File: src/rtl/midi_tx.sv
// -----------------------------------------------------------------------------
// midi_tx
// Builds a 3-byte MIDI Channel Voice Message (Note On / Note Off) for one fixed
// channel and shifts it out on a UART line: 8N1, LSB first.
// The three bytes go out back-to-back with no idle gap between frames.
//
// Ports
//   clk_i          system clock, rising edge
//   nrst_i         asynchronous active-low reset
//   noteOnStrb_i   one-cycle request to send Note On  (status 0x9n)
//   noteOffStrb_i  one-cycle request to send Note Off (status 0x8n); wins over
//                  Note On when both strobes arrive together
//   note_i         note number; only bits [6:0] are transmitted
//   velocity_i     7-bit velocity, sent as the third byte
//   ready_o        high while idle and able to accept a request
//   tx_o           registered MIDI serial line, idles high
//   doneStrb_o     one-cycle pulse once the last stop bit has completed
// -----------------------------------------------------------------------------
`ifndef MIDI_PAYLOAD_BITS
`define MIDI_PAYLOAD_BITS 8
`endif

module midi_tx #(
  parameter int MIDI_CHANNEL = 0,
  parameter int CLK_FREQ     = 10000000,
  parameter int BAUD         = 31250
) (
  input  logic                          clk_i,
  input  logic                          nrst_i,
  input  logic                          noteOnStrb_i,
  input  logic                          noteOffStrb_i,
  input  logic [`MIDI_PAYLOAD_BITS-1:0] note_i,
  input  logic [6:0]                    velocity_i,
  output logic                          ready_o,
  output logic                          tx_o,
  output logic                          doneStrb_o
);

  localparam int CLKS_PER_BIT = CLK_FREQ / BAUD;
  localparam int CNT_W        = (CLKS_PER_BIT > 1) ? $clog2(CLKS_PER_BIT) : 1;
  localparam logic [CNT_W-1:0] CNT_LAST = CNT_W'(CLKS_PER_BIT - 1);
  localparam logic [3:0]       CHAN     = 4'(MIDI_CHANNEL);

  localparam logic [1:0] ST_IDLE  = 2'd0;
  localparam logic [1:0] ST_START = 2'd1;
  localparam logic [1:0] ST_DATA  = 2'd2;
  localparam logic [1:0] ST_STOP  = 2'd3;

  logic [1:0]       state;
  logic             startPend;
  logic [CNT_W-1:0] baudCnt;
  logic [2:0]       bitCnt;
  logic [1:0]       byteIdx;
  logic [7:0]       shiftReg;
  logic             isNoteOn;
  logic [6:0]       noteByte;
  logic [6:0]       velByte;
  logic             accept;
  logic             bitEnd;

  // Upper payload bits of note_i are never transmitted (data bytes carry a 0 MSB).
  logic unused_note_msbs;
  assign unused_note_msbs = &{1'b0, note_i[`MIDI_PAYLOAD_BITS-1:7]};

  // startPend covers the single cycle between the accept edge and the first
  // start bit, so ready_o already drops in the cycle after acceptance.
  assign ready_o = (state == ST_IDLE) && !startPend;
  assign accept  = ready_o && (noteOnStrb_i || noteOffStrb_i);
  assign bitEnd  = (baudCnt == CNT_LAST);

  // Transmit FSM. tx_o is written only from this register block, and each
  // new line level is loaded on the same edge that enters the bit, so the
  // baud counter restarts at every bit boundary and cannot drift.
  always_ff @(posedge clk_i or negedge nrst_i) begin
    if (!nrst_i) begin
      state      <= ST_IDLE;
      startPend  <= 1'b0;
      baudCnt    <= '0;
      bitCnt     <= '0;
      byteIdx    <= '0;
      shiftReg   <= '0;
      isNoteOn   <= 1'b0;
      noteByte   <= '0;
      velByte    <= '0;
      tx_o       <= 1'b1;
      doneStrb_o <= 1'b0;
    end else begin
      doneStrb_o <= 1'b0;

      if (accept) begin
        startPend <= 1'b1;
        isNoteOn  <= noteOnStrb_i && !noteOffStrb_i;
        noteByte  <= note_i[6:0];
        velByte   <= velocity_i;
      end

      case (state)
        ST_IDLE: begin
          if (startPend) begin
            startPend <= 1'b0;
            state     <= ST_START;
            tx_o      <= 1'b0;
            baudCnt   <= '0;
            byteIdx   <= '0;
            shiftReg  <= {(isNoteOn ? 4'h9 : 4'h8), CHAN};
          end
        end

        ST_START: begin
          if (bitEnd) begin
            baudCnt <= '0;
            bitCnt  <= '0;
            state   <= ST_DATA;
            tx_o    <= shiftReg[0];
          end else begin
            baudCnt <= baudCnt + 1'b1;
          end
        end

        ST_DATA: begin
          if (bitEnd) begin
            baudCnt <= '0;
            if (bitCnt == 3'd7) begin
              state <= ST_STOP;
              tx_o  <= 1'b1;
            end else begin
              shiftReg <= {1'b0, shiftReg[7:1]};
              tx_o     <= shiftReg[1];
              bitCnt   <= bitCnt + 3'd1;
            end
          end else begin
            baudCnt <= baudCnt + 1'b1;
          end
        end

        ST_STOP: begin
          if (bitEnd) begin
            baudCnt <= '0;
            if (byteIdx < 2'd2) begin
              byteIdx  <= byteIdx + 2'd1;
              shiftReg <= (byteIdx == 2'd0) ? {1'b0, noteByte} : {1'b0, velByte};
              state    <= ST_START;
              tx_o     <= 1'b0;
            end else begin
              state      <= ST_IDLE;
              tx_o       <= 1'b1;
              doneStrb_o <= 1'b1;
            end
          end else begin
            baudCnt <= baudCnt + 1'b1;
          end
        end

        default: state <= ST_IDLE;
      endcase
    end
  end

endmodule

File: config.mk
export PLATFORM = sky130hd
export DESIGN_NAME = midi_tx
export DESIGN_NICKNAME = d
export VERILOG_FILES = /design/src/rtl/midi_tx.sv
export SDC_FILE = /design/constraint.sdc
export NUM_CORES = 1
export LEC_CHECK = 0
export CAP_MARGIN = 20
export CORE_UTILIZATION = 50
export CTS_BUF_LIST = sky130_fd_sc_hd__clkbuf_8
export CTS_CLUSTER_DIAMETER = 80
export CTS_CLUSTER_SIZE = 16
export DETAILED_ROUTE_END_ITERATION = 8
export PLACE_DENSITY = 0.77
export REMOVE_ABC_BUFFERS = 1
export SLEW_MARGIN = 20
export SYNTH_ARGS = -nofsm -noshare
export SYNTH_HDL_FRONTEND = slang
export SYNTH_SLANG_ARGS = --single-unit
File: constraint.sdc
create_clock -name clk_i -period 2.2 [get_ports clk_i]
set_input_delay 0.55 -clock clk_i [delete_from_list [all_inputs] [get_ports clk_i]]
set_output_delay 0.55 -clock clk_i [all_outputs]
set_load 0.05 [all_outputs]
* After elaboration in Yosys (flattened, before gate mapping)
Cells that the tools add are included.
Storage, ports and cells: output and inout bits 3, register bits after elaboration 42, word-level logic and storage cells 82, input bits 19
Operators by class: order comparisons 1, multiplexer cells 38, equal/unequal tests 12, reduce and logical (&&, ||, !) cells 17, add/sub/neg operators 3
Operators by type and width (count):
- 8-bit 2-to-1 mux | 5
- 8-bit one-hot mux with 3 select lines | 1
- 9-bit 2-to-1 mux | 2
- 9-bit one-hot mux with 2 select lines | 1
- 2-bit 2-to-1 mux | 8
- 2-bit inequality test (second input constant) | 7
- 1-bit 2-to-1 mux | 13
- 4-bit AND reduction | 3
- 9-bit by 1-bit adder with 9-bit output (second input constant) | 1
- 9-bit equality test (second input constant) | 1
- 3-bit 2-to-1 mux | 3
- 2-bit one-hot mux with 4 select lines | 1
- 7-bit 2-to-1 mux | 1
- 3-bit one-hot mux with 2 select lines | 1
- 6-bit AND reduction | 1
- 5-bit AND reduction | 1
- 2-bit equality test (second input constant) | 2
- 2-bit zero test | 2
- 1-bit one-hot mux with 4 select lines | 1
- 2-bit one-hot mux with 2 select lines | 1
- 2-bit nonzero test | 2
- 3-bit by 1-bit adder with 3-bit output (second input constant) | 1
- 3-bit equality test (second input constant) | 1
- 1-bit logical AND | 3
- 7 further kinds | 8

* Depth between registers and ports, before layout
depth in word-level cells 6, depth in mapped cells 8, mapped depth without buffers 7

* Worst setup path before layout
No wires, ideal clock.
path type reg2out, from register state[0], to output port ready_o, path buffers 2, stages on the path, launching flop included 7, arrival time 1.685 ns, slack -0.035 ns, cell sequence dfrtp_1 -> inv_1 -> ha_1 -> nand2b_1 -> clkbuf_2 -> inv_2 -> buf_1
On the way: cells in the longest elaborated chain, start to end 2
RTL lines:
- start, declared | line 49 | logic [1:0] state;
- start signal, assigned | line 76 | state <= ST_IDLE;
- start signal, assigned | line 101 | state <= ST_START;
- start signal, assigned | line 113 | state <= ST_DATA;
- 2-bit zero test | line 67 | assign ready_o = (state == ST_IDLE) && !startPend;
- 1-bit logical AND | line 67
- end, declared | line 34 | output logic ready_o,
No other way between the ends.

* Worst setup path after layout
Same ends and word-level chain as after synthesis.

==> summary.txt <==
Timing
  – Post-Route Hold Slack: roughly 0.21 ns
  – Final slew viol count: 0
  – Least setup slack across all paths after layout: between 0.05 and 0.06 ns
  – Hold Vio Cnt, Final: 0
  – Final setup viols: 0
  – Slew at the pin with the worst max-slew slack: 0.485 ns
  – Period utilization: 97.4%
  – Time the final worst path needs with I/O delays and setup: ~2.1 ns
  – Skew final: 0.00477 ns
  – Fmax: 467 MHz
  – Slew headroom: 67.5%

Yosys
  – Post-Synth XOR/XNOR Area: less than 1%
  – Post-synthesis simple-gate area fraction: between 10% and 20%
  – Async SR Flop Fraction: between 90% and 100%
  – Yosys warnings: 0
  – Mux cell area share after synthesis: 16.1%
  – Syn Area/Cell: approximately 11 um2
  – Adder-Cell Fraction of Synth Area: approximately 5.6%
  – Share of the synthesized area in compound gates (AO/OA/AOI/OAI): ~14%
  – Cell types with the largest area share after synthesis: dfrtp_1 (46%), mux2_2 (16%), ha_1 (5.6%), o21ai_0 (2.9%), nand2_1 (2.9%)
  – Post-Syn Area: around 2200 um2
  – Number of flops mapped to enable cells by yosys: 0
  – Largest family of logic cells by synthesized area: multiplexers
  – Biggest area consumer among synthesized cells: dfrtp_1
  – Synth Register Bits: 42
  – Netlist cell types: 42
  – Top flip-flop cell by instance count after synthesis: dfrtp_1
  – Number of standard cells after synthesis: 200
  – Top cell type's share of synthesized area: approximately 46%
  – Sequential fraction of the synthesis area: 47.1%

Pwr
  – Sequential group share of total power: 39.0%
  – Power after layout: 3170 uW
  – Power Dens Cells: 1200 nW/um2
  – Share of power burned in the clock network: roughly 15%
  – Power share of the combinational group: 45.7%
  – Net switching fraction of the power: between 30% and 40%
  – Internal power contribution: 2060 uW
  – Worst IR drop on VDD: a little over 600 uV
  – Static Leak: 0.00114 uW
  – Net Sw Power: around 1100 uW

Drt
  – DRC: 0
  – Final Routed Wirelength: between 4000 and 5000 um
  – Router iterations before antenna repair: 4
  – Wire per inst: roughly 15 um
  – Routed vias: ~1600
  – Antenna-violating nets left: 0
  – Detail-routed via count per cell: roughly 5.7
  – Starting DRT DRC Count: 70

Setup path
  – Biggest cell delay along the critical path: just over 0.4 ns
  – Setup crit end kind: output pin
  – Required @ worst endpoint: 1.65 ns
  – Cell chain of the critical path: inv_1, ha_1, nand2b_1, clkinv_4, buf_12
  – First element of the critical path: state[0]$_DFFE_PN0P_
  – Worst-path cell with the longest stage delay: dfrtp_1
  – Critical Path Source Type: register
  – WS Path Type: register to output pin
  – Startpoint of the worst-slack reg-to-reg timing path: baudCnt[0]$_DFFE_PN0N_
  – Largest fanout on the critical path: 15
  – Worst Path Arrival: about 1.6 ns

Flow run
  – Count of max-cap constraint violations: 0

Place
  – Detailed placement HPWL: 2990 um
  – Cell Area, Placed: 2550 um2
  – Number of instances in the placed design: roughly 270
  – Port-buffer cells: 20
  – Routability congestion estimate from global placement: 0.772
  – Worst setup slack before clock tree synthesis: ~0.23 ns

Layout
  – Fraction of layout cells with a size suffix above 1: between 20% and 30%
  – Layout filler cell count: between 300 and 400
  – Area growth from synthesis to layout: 18.7%
  – Ant diodes: 0
  – Most frequent standard cell in the layout excluding fill and tap cells: dfrtp_1
  – Design Area, Final: between 2000 and 3000 um2
  – Layout Cells excl Fill: 277
  – Commonest non-fill, non-tap cells in the layout: dfrtp_1 (41), mux2_2 (32), nand2_1 (17), clkdlybuf4s50_1 (17), o21ai_0 (13)
  – Final net count: 257

Run status
  – Result of the run: complete, no violations

Clocking
  – Max Root-Sink Buffers: 2
  – CTS tree: yes
  – Root Buffer Master: clkbuf_8
  – Num CTS Buffers: 5
  – H-tree depth: 2
  – Clock latency at the later pin of the worst-skew pair: a little under 0.3 ns
  – Clk pin slew, worst setup/hold paths: 0.07 ns
  – Number of clock sinks: 42

Global route
  – Largest net degree at the start of global routing: 24
  – Vias in the first global route: roughly 1600
  – Initial antenna violation count: 0
  – Global-route wire length before repair: around 7100 um
  – Total congestion overflow: 0
  – Total global-route track usage: 20.8%

Floorplanning
  – Row count: 23
  – Die outline width: just under 70 um
  – Initial core utilization: 53.9%
  – Top-level I/O count: 22
  – Die Y: slightly below 70 um
  – Core outline area: about 4100 um2
  – Die area: around 4700 um2

Worst hold path
  – Tightest Hold Check Type: input pin to async pin
[synth_stat cells, types with 2 or more instances]
library cell and n:
a21oi_1 6, a22o_1 7, a22oi_1 6, a31oi_1 2, and3_1 2, clkbuf_1 6, dfrtp_1 41, ha_1 10
inv_1 6, mux2_2 32, nand2_1 17, nand2b_1 6, nand3_1 4, nor2_1 8, nor2b_1 2, nor3_1 4
o21ai_0 13, o2bb2ai_1 2, o41a_1 2, xnor2_1 2
[power groups by stage]
stage	Combinational, uW	Sequential (uW)	Clock [uW]
3_5_place_dp	1420	1260	0
5_1_grt	1610	1280	532
6_report	1450	1240	485
4_1_cts	1430	1240	499
2_1_floorplan	1020	1230	0
3_3_place_gp	1390	1240	0
[area by class of cell]
cell class	count	area (um2)	share of cell area (%)
repair buffers	30	303	11.4
flip-flops and latches	42	1050	39.7
inverters	7	31.3	1.18
multi-input cells	142	1120	42.2
clock buffers	6	82.6	3.12
well taps	50	62.6	2.36
[repair_timing]
item / CTS / global route
setup endpoints to repair: 1 / 1
buffers inserted: 0 / 2
resized for setup: 1 / 1
hold buffers: 0 / 0
[sequential cells by signal (all words and copies together), names as in the netlist]
| signal | cells |
|---|---|
| bitCnt | 3 |
| state | 2 |
| velByte | 7 |
| tx_o | 1 |
| shiftReg | 8 |
| noteByte | 7 |
| isNoteOn | 1 |
| startPend | 1 |
| byteIdx | 2 |
| doneStrb_o | 1 |
| baudCnt | 9 |
[per-stage QoR]
stage | util (%) | TNS, ns
after floorplan | - | 0
after global placement | 61.5 | 0
after detailed placement | 61.5 | 0
after CTS | 63.5 | 0
after global routing | 63.9 | -0.0228
final | 63.9 | 0
[worst max-delay path: cells and delay by family, from the launching register on]
family,cells,cell delay [ns]
adders and majority gates,1,0.26
buffers and inverters,3,0.45
DFF,1,0.41
and+or+nand+nor,1,0.17
[cells by family after synthesis]
logic type / count (synthesis)
simple gates: 53
buf+inv: 16
xor+xnor: 2
flops: 42
fa+ha+maj: 10
compound gates: 45
mux: 32
[routing by layer]
layer | share of wire [%] | routed length (um) | track usage, %
met1 | 48 | 2030 | 26.6
met2 | 46 | 1970 | 33.5
met3 | 4.5 | 190 | 4.61
met4 | 1.2 | 53 | 9.44
met5 | 0 | 0 | 0
[final timing paths]
check                                          end  slack, ns  depth (start not counted)
max reg2reg                  bitCnt[0]$_DFFE_PN0P_       0.22                          5
min                        shiftReg[6]$_DFFE_PN0P_       0.21                          1
max                                        ready_o       0.06                          5
min reg2reg                 velByte[6]$_DFFE_PN0P_       0.51                          1
min in group clk_i          velByte[6]$_DFFE_PN0P_       0.51                          1
max in group asynchronous   baudCnt[7]$_DFFE_PN0N_       1.51                          2
Power figures use the tool's default switching activity.
==> edit: new RTL, same settings <==
Reset style: synchronous (`nrst_i`), changed in one clocked block. Comments in the files are not updated.
--- a/src/rtl/midi_tx.sv
+++ b/src/rtl/midi_tx.sv
@@ -73,3 +73,3 @@
   // baud counter restarts at every bit boundary and cannot drift.
-  always_ff @(posedge clk_i or negedge nrst_i) begin
+  always_ff @(posedge clk_i) begin
     if (!nrst_i) begin
Function: differs if nrst_i is asserted again (counterexample within 4 cycles, from zero or initial values and one cycle with nrst_i low); with nrst_i held inactive, the same outputs for 10 cycles.
==> edit against the unedited design <==
  * Area after synthesis up 1.2%
  * Setup slack gained 0.11 ns
  * Sequential share of layout area decreased by 7.8 points
  * Fmax rose by 5.6%
  * Critical path depth stayed put
  * Design area down 0.47%
  * Total power down 12%
  * Global-route usage decreased by 0.91 points
  * Sequential cell count unchanged
  * Register-to-register slack better by 0.21 ns
  * Via count increased by 9.5%
  * Wire length rose by 2.3%
==> edit: results (changes against the unedited design) <==
- Status: completed (unchanged)
- Compound-cell area share of the yosys netlist: 17.0% (was 14.5%)
- Total power: 2.79 mW (was 3.17 mW)
- Switching share of power: 36.5% (was 35.2%)
- Worst path max stage delay: 0.35 ns (was 0.41 ns)
- R2R cell count: 7 (was 5)
- Worst slew pin tran: 0.487 ns (was 0.485 ns)
- Setup Buffers After CTS: 0 (unchanged)
- Mux contribution to synthesized area: 13.2% (was 16.1%)
- Worst reg2reg setup slack: 0.43 ns (was 0.22 ns)
- Seq group: 0.965 mW (was 1.24 mW)
- Skew final: 0.00613 ns (was 0.00477 ns)
- Largest cells by area after synthesis: dfxtp_1, mux2i_1, nor2b_1, ha_1, nand2_1 (was dfrtp_1, mux2_2, ha_1, o21ai_0, nand2_1)
- Comb. pwr: 1.20 mW (was 1.45 mW)
- Synth top cells by count: dfxtp_1, nand2_1, mux2i_1, nor2b_1, nor2_1 (was dfrtp_1, mux2_2, nand2_1, o21ai_0, ha_1)
- R2R Path Start: state[0]$_SDFFE_PN0P_ (was baudCnt[0]$_DFFE_PN0N_)
- First-pass GRT wire length: 7780 um (was 7140 um)
- Critical Path AT: 1.48 ns (was 1.59 ns)
- Dpl hpwl: 3070 um (was 2990 um)
- Largest net degree at the start of global routing: 25 (was 24)
- CTS resizes: 0 (was 1)
- Nets: 288 (was 257)
- Yosys cell types: 46 (was 42)
- DRT iter0 DRCs: 87 (was 70)
- Synth Area in XOR/XNOR: 0.775% (was 0.784%)
- Vias/cell: 5.52 (was 5.68)
- N_diodes: 0 (unchanged)
- Synth Area in Adders: 4.98% (was 5.60%)
- Share of cells above drive strength 1: 13.1% (was 26.0%)
- Final Wtd Congestion: 0.785 (was 0.772)
- Hold slack: 0.463 ns (was 0.214 ns)
- Slowest CP cell: dfxtp_1 (was dfrtp_1)
- R2R Path End: shiftReg[7]$_SDFFE_PN0P_ (was bitCnt[0]$_DFFE_PN0P_)
- GRT Util Overall: 19.9% (was 20.8%)
- Post-synthesis sequential area ratio: 37.2% (was 47.1%)
- Cell Area, Placed: 2520 um2 (was 2550 um2)
- VDD IR max: 0.526 mV (was 0.604 mV)
- CP startpoint: state[0]$_SDFFE_PN0P_ (was state[0]$_DFFE_PN0P_)
- Leakage: 1.11 nW (was 1.14 nW)
- Ys async rst share: 0% (was 100%)
edit: worst max-delay path by stage:
| stage | to | slack (ns) | cells after the start |
|---|---|---|---|
| 4_1_cts | ready_o | 0.15 | 5 |
| 2_1_floorplan | shiftReg[0]$_SDFFE_PN0P_ | 0.15 | 7 |
| 3_5_place_dp | noteByte[0]$_SDFFE_PN0P_ | 0.33 | 5 |
| 3_3_place_gp | velByte[0]$_SDFFE_PN0P_ | 0.38 | 5 |
| 5_1_grt | ready_o | 0.05 | 5 |
| 6_report | ready_o | 0.17 | 5 |
edit: critical path: cells and delay by family (launching register included):
kind	cells	cell delay, ns
flops	1	0.35
fa+ha+maj	1	0.19
buf+inv	3	0.56
simple gates	1	0.09
edit: final cells by class:
cell class	instances	area [um2]
Tap cell	52	65.1
Clock inverter	1	30.0
Timing Repair Buffer	27	263
Multi-Input combinational cell	176	1330
Fill cell	366	1720
Sequential cell	42	841
Clock buffer	6	82.6
Inverter	8	30.0
edit: stage by stage:
step	setup WS, ns	std cells
after global placement	0.377	305
final	0.171	312
after detailed placement	0.326	305
after floorplan	0.148	226
after global routing	0.0520	312
after CTS	0.155	312
edit: per-layer routing:
layer  part of all wire, %  track usage, %  vias up
li1                      -               -      889
met1                    45            23.9      796
met2                    50            34.4       27
met3                   2.7            4.36       11
met4                   2.2            7.71        0
met5                     0               0        -
edit: cell families after synthesis:
| family | after synthesis |
|---|---|
| simple gates | 87 |
| compound gates | 49 |
| flops | 42 |
| mux | 29 |
| buf+inv | 21 |
| fa+ha+maj | 9 |
| xor+xnor | 2 |
